<file path="src/rtl/const_decoder.sv">
// rtl/const_decoder.sv - QAM constellation decoder: sliced (x,y) per tone to LSB-first fast/interleaved byte streams
module const_decoder #(
    parameter int NCARR  = 16,
    parameter int DW     = 8,
    parameter int CONFAW = 6,
    parameter int CONFDW = 8,
    parameter int CNUMW  = 8,
    parameter int CONSTW = 9,
    parameter int MAXB   = 8
) (
    input  logic                     clk,
    input  logic                     reset,
    input  logic                     we_conf_i,
    input  logic [CONFAW-1:0]        addr_i,
    input  logic [CONFDW-1:0]        conf_data_i,
    input  logic                     xy_valid_i,
    output logic                     xy_ready_o,
    input  logic [CNUMW-1:0]         carrier_num_i,
    input  logic signed [CONSTW-1:0] x_i,
    input  logic signed [CONSTW-1:0] y_i,
    output logic [DW-1:0]            fast_data_o,
    output logic                     we_fast_data_o,
    input  logic                     fast_ready_i,
    output logic [DW-1:0]            inter_data_o,
    output logic                     we_inter_data_o,
    input  logic                     inter_ready_i,
    output logic                     sym_done_o,
    output logic                     err_o
);
    localparam int IW  = $clog2(NCARR);
    localparam int HW  = MAXB / 2;
    localparam int HBW = $clog2(HW + 1);
    localparam int BCW = $clog2(DW + 1);
    localparam int BIW = $clog2(DW);
    localparam int SBW = 12;
    localparam logic [CONFAW-1:0] A_CN0 = CONFAW'(NCARR);
    localparam logic [CONFAW-1:0] A_UC  = CONFAW'(2 * NCARR);
    localparam logic [CONFAW-1:0] A_FB  = CONFAW'(2 * NCARR + 1);
    localparam logic [CONFDW-1:0] MAXB_V = CONFDW'(MAXB);

    typedef enum logic [2:0] {IDLE, SLICE, SHIFT, WAIT, FLUSH} state_t;

    logic [CONFDW-1:0] BitLoading    [NCARR];
    logic [CNUMW-1:0]  CarrierNumber [NCARR];
    logic [CONFDW-1:0] UsedCarrier;
    logic [CONFDW-1:0] FastBits;

    state_t                    state_q, state_d;
    logic [CONFDW-1:0]         idx_q, idx_d, sh_q, sh_d;
    logic signed [CONSTW-1:0]  x_q, x_d, y_q, y_d;
    logic [CNUMW-1:0]          cn_q, cn_d;
    logic [MAXB-1:0]           c_q, c_d;
    logic [SBW-1:0]            sbits_q, sbits_d;
    logic [DW-1:0]             fa_q, fa_d, ia_q, ia_d;
    logic [BCW-1:0]            fc_q, fc_d, ic_q, ic_d;
    logic                      ffull_q, ffull_d, ifull_q, ifull_d;

    always_ff @(posedge clk) begin
        if (!reset) begin
            for (int i = 0; i < NCARR; i++) begin
                BitLoading[i]    <= '0;
                CarrierNumber[i] <= '0;
            end
            UsedCarrier <= '0;
            FastBits    <= '0;
        end else if (we_conf_i) begin
            if (addr_i < A_CN0)
                BitLoading[addr_i[IW-1:0]] <= conf_data_i;
            else if (addr_i < A_UC)
                CarrierNumber[addr_i[IW-1:0]] <= CNUMW'(conf_data_i);
            else if (addr_i == A_UC)
                UsedCarrier <= conf_data_i;
            else if (addr_i == A_FB)
                FastBits <= conf_data_i;
        end
    end

    // Slicer: odd-forced, clamped coordinates; bit k of each coordinate feeds a c bit pair
    logic [CONFDW-1:0]        b_raw, b_eff;
    logic                     bad_b, cn_err;
    logic [HBW-1:0]           h;
    logic [CONSTW-1:0]        lim;
    logic signed [CONSTW-1:0] xo, yo, xc, yc;
    logic [MAXB-1:0]          c_new;

    always_comb begin
        b_raw = BitLoading[idx_q[IW-1:0]];
        bad_b = b_raw[0] | (b_raw > MAXB_V);
        b_eff = bad_b ? '0 : b_raw;
        cn_err = (cn_q != CarrierNumber[idx_q[IW-1:0]]);
        h   = b_eff[HBW:1];
        lim = (CONSTW'(1) << h) - CONSTW'(1);
        xo  = x_q | CONSTW'(1);
        yo  = y_q | CONSTW'(1);
        if (xo > $signed(lim))       xc = $signed(lim);
        else if (xo < -$signed(lim)) xc = -$signed(lim);
        else                         xc = xo;
        if (yo > $signed(lim))       yc = $signed(lim);
        else if (yo < -$signed(lim)) yc = -$signed(lim);
        else                         yc = yo;
        c_new = '0;
        for (int k = 1; k <= HW; k++) begin
            if (k <= int'(h)) begin
                c_new[2*k-1] = xc[k];
                c_new[2*k-2] = yc[k];
            end
        end
    end

    logic              to_fast, tgt_full, advance;
    logic [CONFDW-1:0] idx_nx;

    always_comb begin
        state_d = state_q;  idx_d = idx_q;  x_d = x_q;  y_d = y_q;  cn_d = cn_q;
        c_d = c_q;  sh_d = sh_q;  sbits_d = sbits_q;
        fa_d = fa_q;  fc_d = fc_q;  ffull_d = ffull_q;
        ia_d = ia_q;  ic_d = ic_q;  ifull_d = ifull_q;
        xy_ready_o = 1'b0;  err_o = 1'b0;  sym_done_o = 1'b0;  advance = 1'b0;
        idx_nx   = idx_q + 1'b1;
        to_fast  = sbits_q < SBW'(FastBits);
        tgt_full = to_fast ? ffull_q : ifull_q;

        if (ffull_q && fast_ready_i) begin
            ffull_d = 1'b0;  fa_d = '0;  fc_d = '0;
        end
        if (ifull_q && inter_ready_i) begin
            ifull_d = 1'b0;  ia_d = '0;  ic_d = '0;
        end

        case (state_q)
            IDLE: begin
                xy_ready_o = (UsedCarrier != '0);
                if (xy_valid_i && xy_ready_o) begin
                    x_d = x_i;  y_d = y_i;  cn_d = carrier_num_i;
                    state_d = SLICE;
                end
            end
            SLICE: begin
                err_o = bad_b | cn_err;
                c_d   = c_new;
                sh_d  = b_eff;
                if (b_eff == '0) advance = 1'b1;
                else             state_d = SHIFT;
            end
            SHIFT: begin
                if (tgt_full) begin
                    state_d = WAIT;
                end else begin
                    if (to_fast) begin
                        fa_d[fc_q[BIW-1:0]] = c_q[0];
                        fc_d    = fc_q + 1'b1;
                        ffull_d = (fc_q == BCW'(DW - 1));
                    end else begin
                        ia_d[ic_q[BIW-1:0]] = c_q[0];
                        ic_d    = ic_q + 1'b1;
                        ifull_d = (ic_q == BCW'(DW - 1));
                    end
                    c_d     = c_q >> 1;
                    sh_d    = sh_q - 1'b1;
                    sbits_d = sbits_q + 1'b1;
                    if (sh_q == CONFDW'(1)) advance = 1'b1;
                end
            end
            WAIT: begin
                if (!tgt_full) state_d = SHIFT;
            end
            FLUSH: begin
                if (ffull_q) begin
                    state_d = FLUSH;
                end else if (fc_q != '0) begin
                    ffull_d = 1'b1;
                end else if (ifull_q) begin
                    state_d = FLUSH;
                end else if (ic_q != '0) begin
                    ifull_d = 1'b1;
                end else begin
                    sym_done_o = 1'b1;
                    idx_d   = '0;
                    sbits_d = '0;
                    state_d = IDLE;
                end
            end
            default: state_d = IDLE;
        endcase

        if (advance) begin
            idx_d   = idx_nx;
            state_d = (idx_nx >= UsedCarrier) ? FLUSH : IDLE;
        end
    end

    always_ff @(posedge clk) begin
        if (!reset) begin
            state_q <= IDLE;  idx_q <= '0;  x_q <= '0;  y_q <= '0;  cn_q <= '0;
            c_q <= '0;  sh_q <= '0;  sbits_q <= '0;
            fa_q <= '0;  fc_q <= '0;  ffull_q <= 1'b0;
            ia_q <= '0;  ic_q <= '0;  ifull_q <= 1'b0;
        end else begin
            state_q <= state_d;  idx_q <= idx_d;  x_q <= x_d;  y_q <= y_d;  cn_q <= cn_d;
            c_q <= c_d;  sh_q <= sh_d;  sbits_q <= sbits_d;
            fa_q <= fa_d;  fc_q <= fc_d;  ffull_q <= ffull_d;
            ia_q <= ia_d;  ic_q <= ic_d;  ifull_q <= ifull_d;
        end
    end

    assign fast_data_o     = ffull_q ? fa_q : '0;
    assign we_fast_data_o  = ffull_q;
    assign inter_data_o    = ifull_q ? ia_q : '0;
    assign we_inter_data_o = ifull_q;
endmodule

</file>
<file path="config.mk">
export PLATFORM = sky130hd
export DESIGN_NAME = const_decoder
export DESIGN_NICKNAME = d
export VERILOG_FILES = /design/src/rtl/const_decoder.sv
export SDC_FILE = /design/constraint.sdc
export NUM_CORES = 1
export LEC_CHECK = 0
export CORE_ASPECT_RATIO = 0.6
export CORE_MARGIN = 2
export CORE_UTILIZATION = 60
export DETAILED_ROUTE_END_ITERATION = 7
export PLACE_DENSITY = 0.79
export SKIP_CTS_REPAIR_TIMING = 1
export SKIP_LAST_GASP = 1
export SYNTH_ARGS = -nofsm -noshare
export SYNTH_HDL_FRONTEND = slang
export SYNTH_SLANG_ARGS = --single-unit
</file>
<file path="constraint.sdc">
create_clock -name clk -period 12.75 [get_ports clk]
set_input_delay 1.9125 -clock clk [delete_from_list [all_inputs] [get_ports clk]]
set_output_delay 1.9125 -clock clk [all_outputs]
set_load 0.005 [all_outputs]
</file>
==> metrics.cfg <==
[run_status]
outcome = complete, no violations

[timing]
clock.fmax_mhz = 147
tns_ns = 0
hold_viol = 0
finalMaxSlewViolations = 0
max_slew_margin = 0.105
layout_setup_ws_ns = 5.93
fin_crit_sh = 0.535
finalSetupViolCount = 0
worst_pin_slew_ns = 1.33
layout_min_cycle_time_ns = 6.82
rsz0062_at_grt = false
clock_skew_ns = 0.0221

[synthesis]
synth-seq-area-share = 0.540
async_flop_share = 0
synth_cell_types = 77
ys_seq_elements = 365
ys_dominant_reg_cell = edfxtp_1
synth_area_um2 = 18300
netlist_instances = 1587
synth.avg_cell_area_um2 = 11.5
synth_edf_count = 256
ys.warnings.count = 0

[drt]
wire_per_inst_um = 21.6
vias = 12800
routed_wirelength_um = 44600
ant_nets = 0
viasPerCell = 6.19
drc = 0
initialDrtViolationCount = 1559
first_pass_iters = 5

[worst_setup_path]
cp.required_ns = 13.15
reg2reg_slack_ns = 5.93
cp-start-kind = flop
worstReg2RegEnd = c_q[2]
crit_type = reg2reg
endpoint_kind = flop
crit_fanout = 32
reg2regPathDepth = 18
arrival_ns = 7.22

[place]
place_ws_ns = 6.18
portBuffers = 64
finalWeightedCongestion = 0.900
placed_area_um2 = 19200
hpwlAfterDp_um = 29900

[clocking]
htreeDepth = 2
cts.path.max_buffers = 3
cts_tree = yes
clockRootBuffer = clkbuf_16
clkTransAtPathRegs_ns = 0.07
insertion_delay_ns = 0.53
numCtsBuffers = 36
clock-sinks = 365

[global_routing]
first_global_vias = 12200
grt_antenna_before_repair = 1
grt_pass1_wl_um = 69600
grt.overflow.total = 0
track_usage = 0.283
grt_max_degree = 79

[floorplanning]
io_pins = 67
num_rows = 49
core_area_um2 = 29900
dieArea_um2 = 31900
initial_core_util = 0.610
die_h_um = 139
die_x_um = 229

[layout]
layout.cells.most_common = and2_1
most-common-layout-cells = and2_1, edfxtp_1, nor2_1
drive_gt1_frac = 0.104
area_delta_synth_final_pct = 12.3
num-nets-final = 1726
fin_area_um2 = 20500
num_antenna_cells = 0

[power]
comb_power_share = 0.054
clkPwrFrac = 0.444
cellPowerDensity_nw_per_um2 = 129
switchingPower_mw = 0.570
switching_share = 0.216
seq_power_share = 0.502
ir_drop_v = 0.0000739
power.internal_mw = 2.07
p_leak_nw = 7.18

[min_path]
hp-start = fa_q[4]
holdPathStages = 2
worstHoldPathType = reg2reg
whs_endpoint = fa_q[4]

[run]
max-cap-violations = 0

[cell families (layout without fill, tap and decap cells)]
family,Yosys count,in the layout,synth area share
AO/OA/AOI/OAI,233,233,0.0820
XOR/XNOR,22,22,0.0106
adder cells (fa/ha/maj),50,50,0.0341
buffers and inverters,135,200,0.0320
flip-flops,365,365,0.540
multiplexers,104,104,0.102
other,1,6,0.000205
AND/OR/NAND/NOR,677,677,0.198
[synth_stat cells (6+ instances only)]
master	count	area share
and2_1	284	0.097
edfxtp_1	256	0.42
nor2_1	123	0.025
dfxtp_1	109	0.12
nand2_1	107	0.022
a21oi_1	81	0.022
clkbuf_1	71	0.015
mux4_2	62	0.076
o21ai_0	54	0.015
ha_1	49	0.034
inv_1	41	0.0084
nand3_1	39	0.011
mux2i_1	37	0.020
nor3_1	31	0.0085
nand2b_1	17	0.0058
and3_1	14	0.0048
xnor2_1	12	0.0058
a21o_1	11	0.0045
nor2b_1	11	0.0038
o21a_1	10	0.0041
xor2_1	10	0.0048
a211oi_1	9	0.0037
buf_2	9	0.0025
nand3b_1	8	0.0033
nand4_1	8	0.0027
a31oi_1	7	0.0024
or2_2	7	0.0024
nor4_1	6	0.0021
o221ai_1	6	0.0029
or3_1	6	0.0021
[layer usage]
layer  up-vias  global-route usage  part of all wire
met5         -                   0                 0
met4         0              0.0560             0.015
met3        63              0.0644              0.11
met2       648               0.417              0.43
met1      6254               0.433              0.44
li1       5809                   -                 -
[through the flow]
stage | total power, mW | hold slack (ns) | instances | utilization
final | 2.64 | 0.467 | 2065 | 0.686
after global routing | 2.71 | 0.497 | 2065 | 0.686
after CTS | 2.65 | 0.470 | 2065 | 0.686
after detailed placement | 1.49 | 0.461 | 2001 | 0.642
after global placement | 1.48 | 0.451 | 2001 | 0.642
after floorplan | 1.43 | 0.439 | 1592 | -
[final cells by class]
| cell class | instances | area (µm²) |
|---|---|---|
| fill | 2185 | 9410 |
| sequential | 365 | 9870 |
| inverter | 44 | 165 |
| timing repair buffer | 92 | 846 |
| clock buffer | 43 | 968 |
| tap | 408 | 510 |
| multi-input combinational | 1092 | 7830 |
| clock inverter | 21 | 320 |
[power groups by stage]
| stage | logic [mW] | registers [mW] | clock network (mW) |
|---|---|---|---|
| finish | 0.143 | 1.33 | 1.17 |
| CTS | 0.141 | 1.33 | 1.18 |
| floorplan | 0.0834 | 1.34 | 0 |
| global placement | 0.136 | 1.35 | 0 |
| detailed placement | 0.140 | 1.35 | 0 |
| global route | 0.153 | 1.33 | 1.23 |
[worst max-delay path by stage]
stage	startpoint	end	slack, ns	cells past startpoint
floorplan	flop	c_q[4]	7.79	19
global placement	flop	c_q[2]	6.27	18
detailed placement	flop	c_q[2]	6.18	18
CTS	flop	c_q[2]	6.13	18
global route	flop	c_q[2]	5.70	19
finish	flop	c_q[2]	5.93	18
[flip-flops by register name, indices dropped and copies added, names as in the netlist, 8 cells and up, named ones only]
name,count
y_q,8
idx_q,8
CarrierNumber,128
ia_q,8
FastBits,8
fa_q,8
cn_q,8
UsedCarrier,8
c_q,8
sh_q,8
x_q,8
sbits_q,12
BitLoading,128
[critical path: stages (launching register included)]
cell	delay, ns
dfxtp_4	0.61
buf_4	0.52
mux4_2	0.64
a2111oi_0	0.72
a311oi_1	0.11
or3_1	0.59
or4b_2	0.76
ha_1	0.35
inv_1	0.11
ha_1	0.23
o21a_1	0.17
o21a_1	0.17
o21a_1	0.16
o21a_1	0.16
o21a_1	0.24
o31ai_1	0.52
a21boi_0	0.20
o2111ai_1	0.27
a21oi_1	0.11
Note: power is estimated with default switching activity, not from simulation.
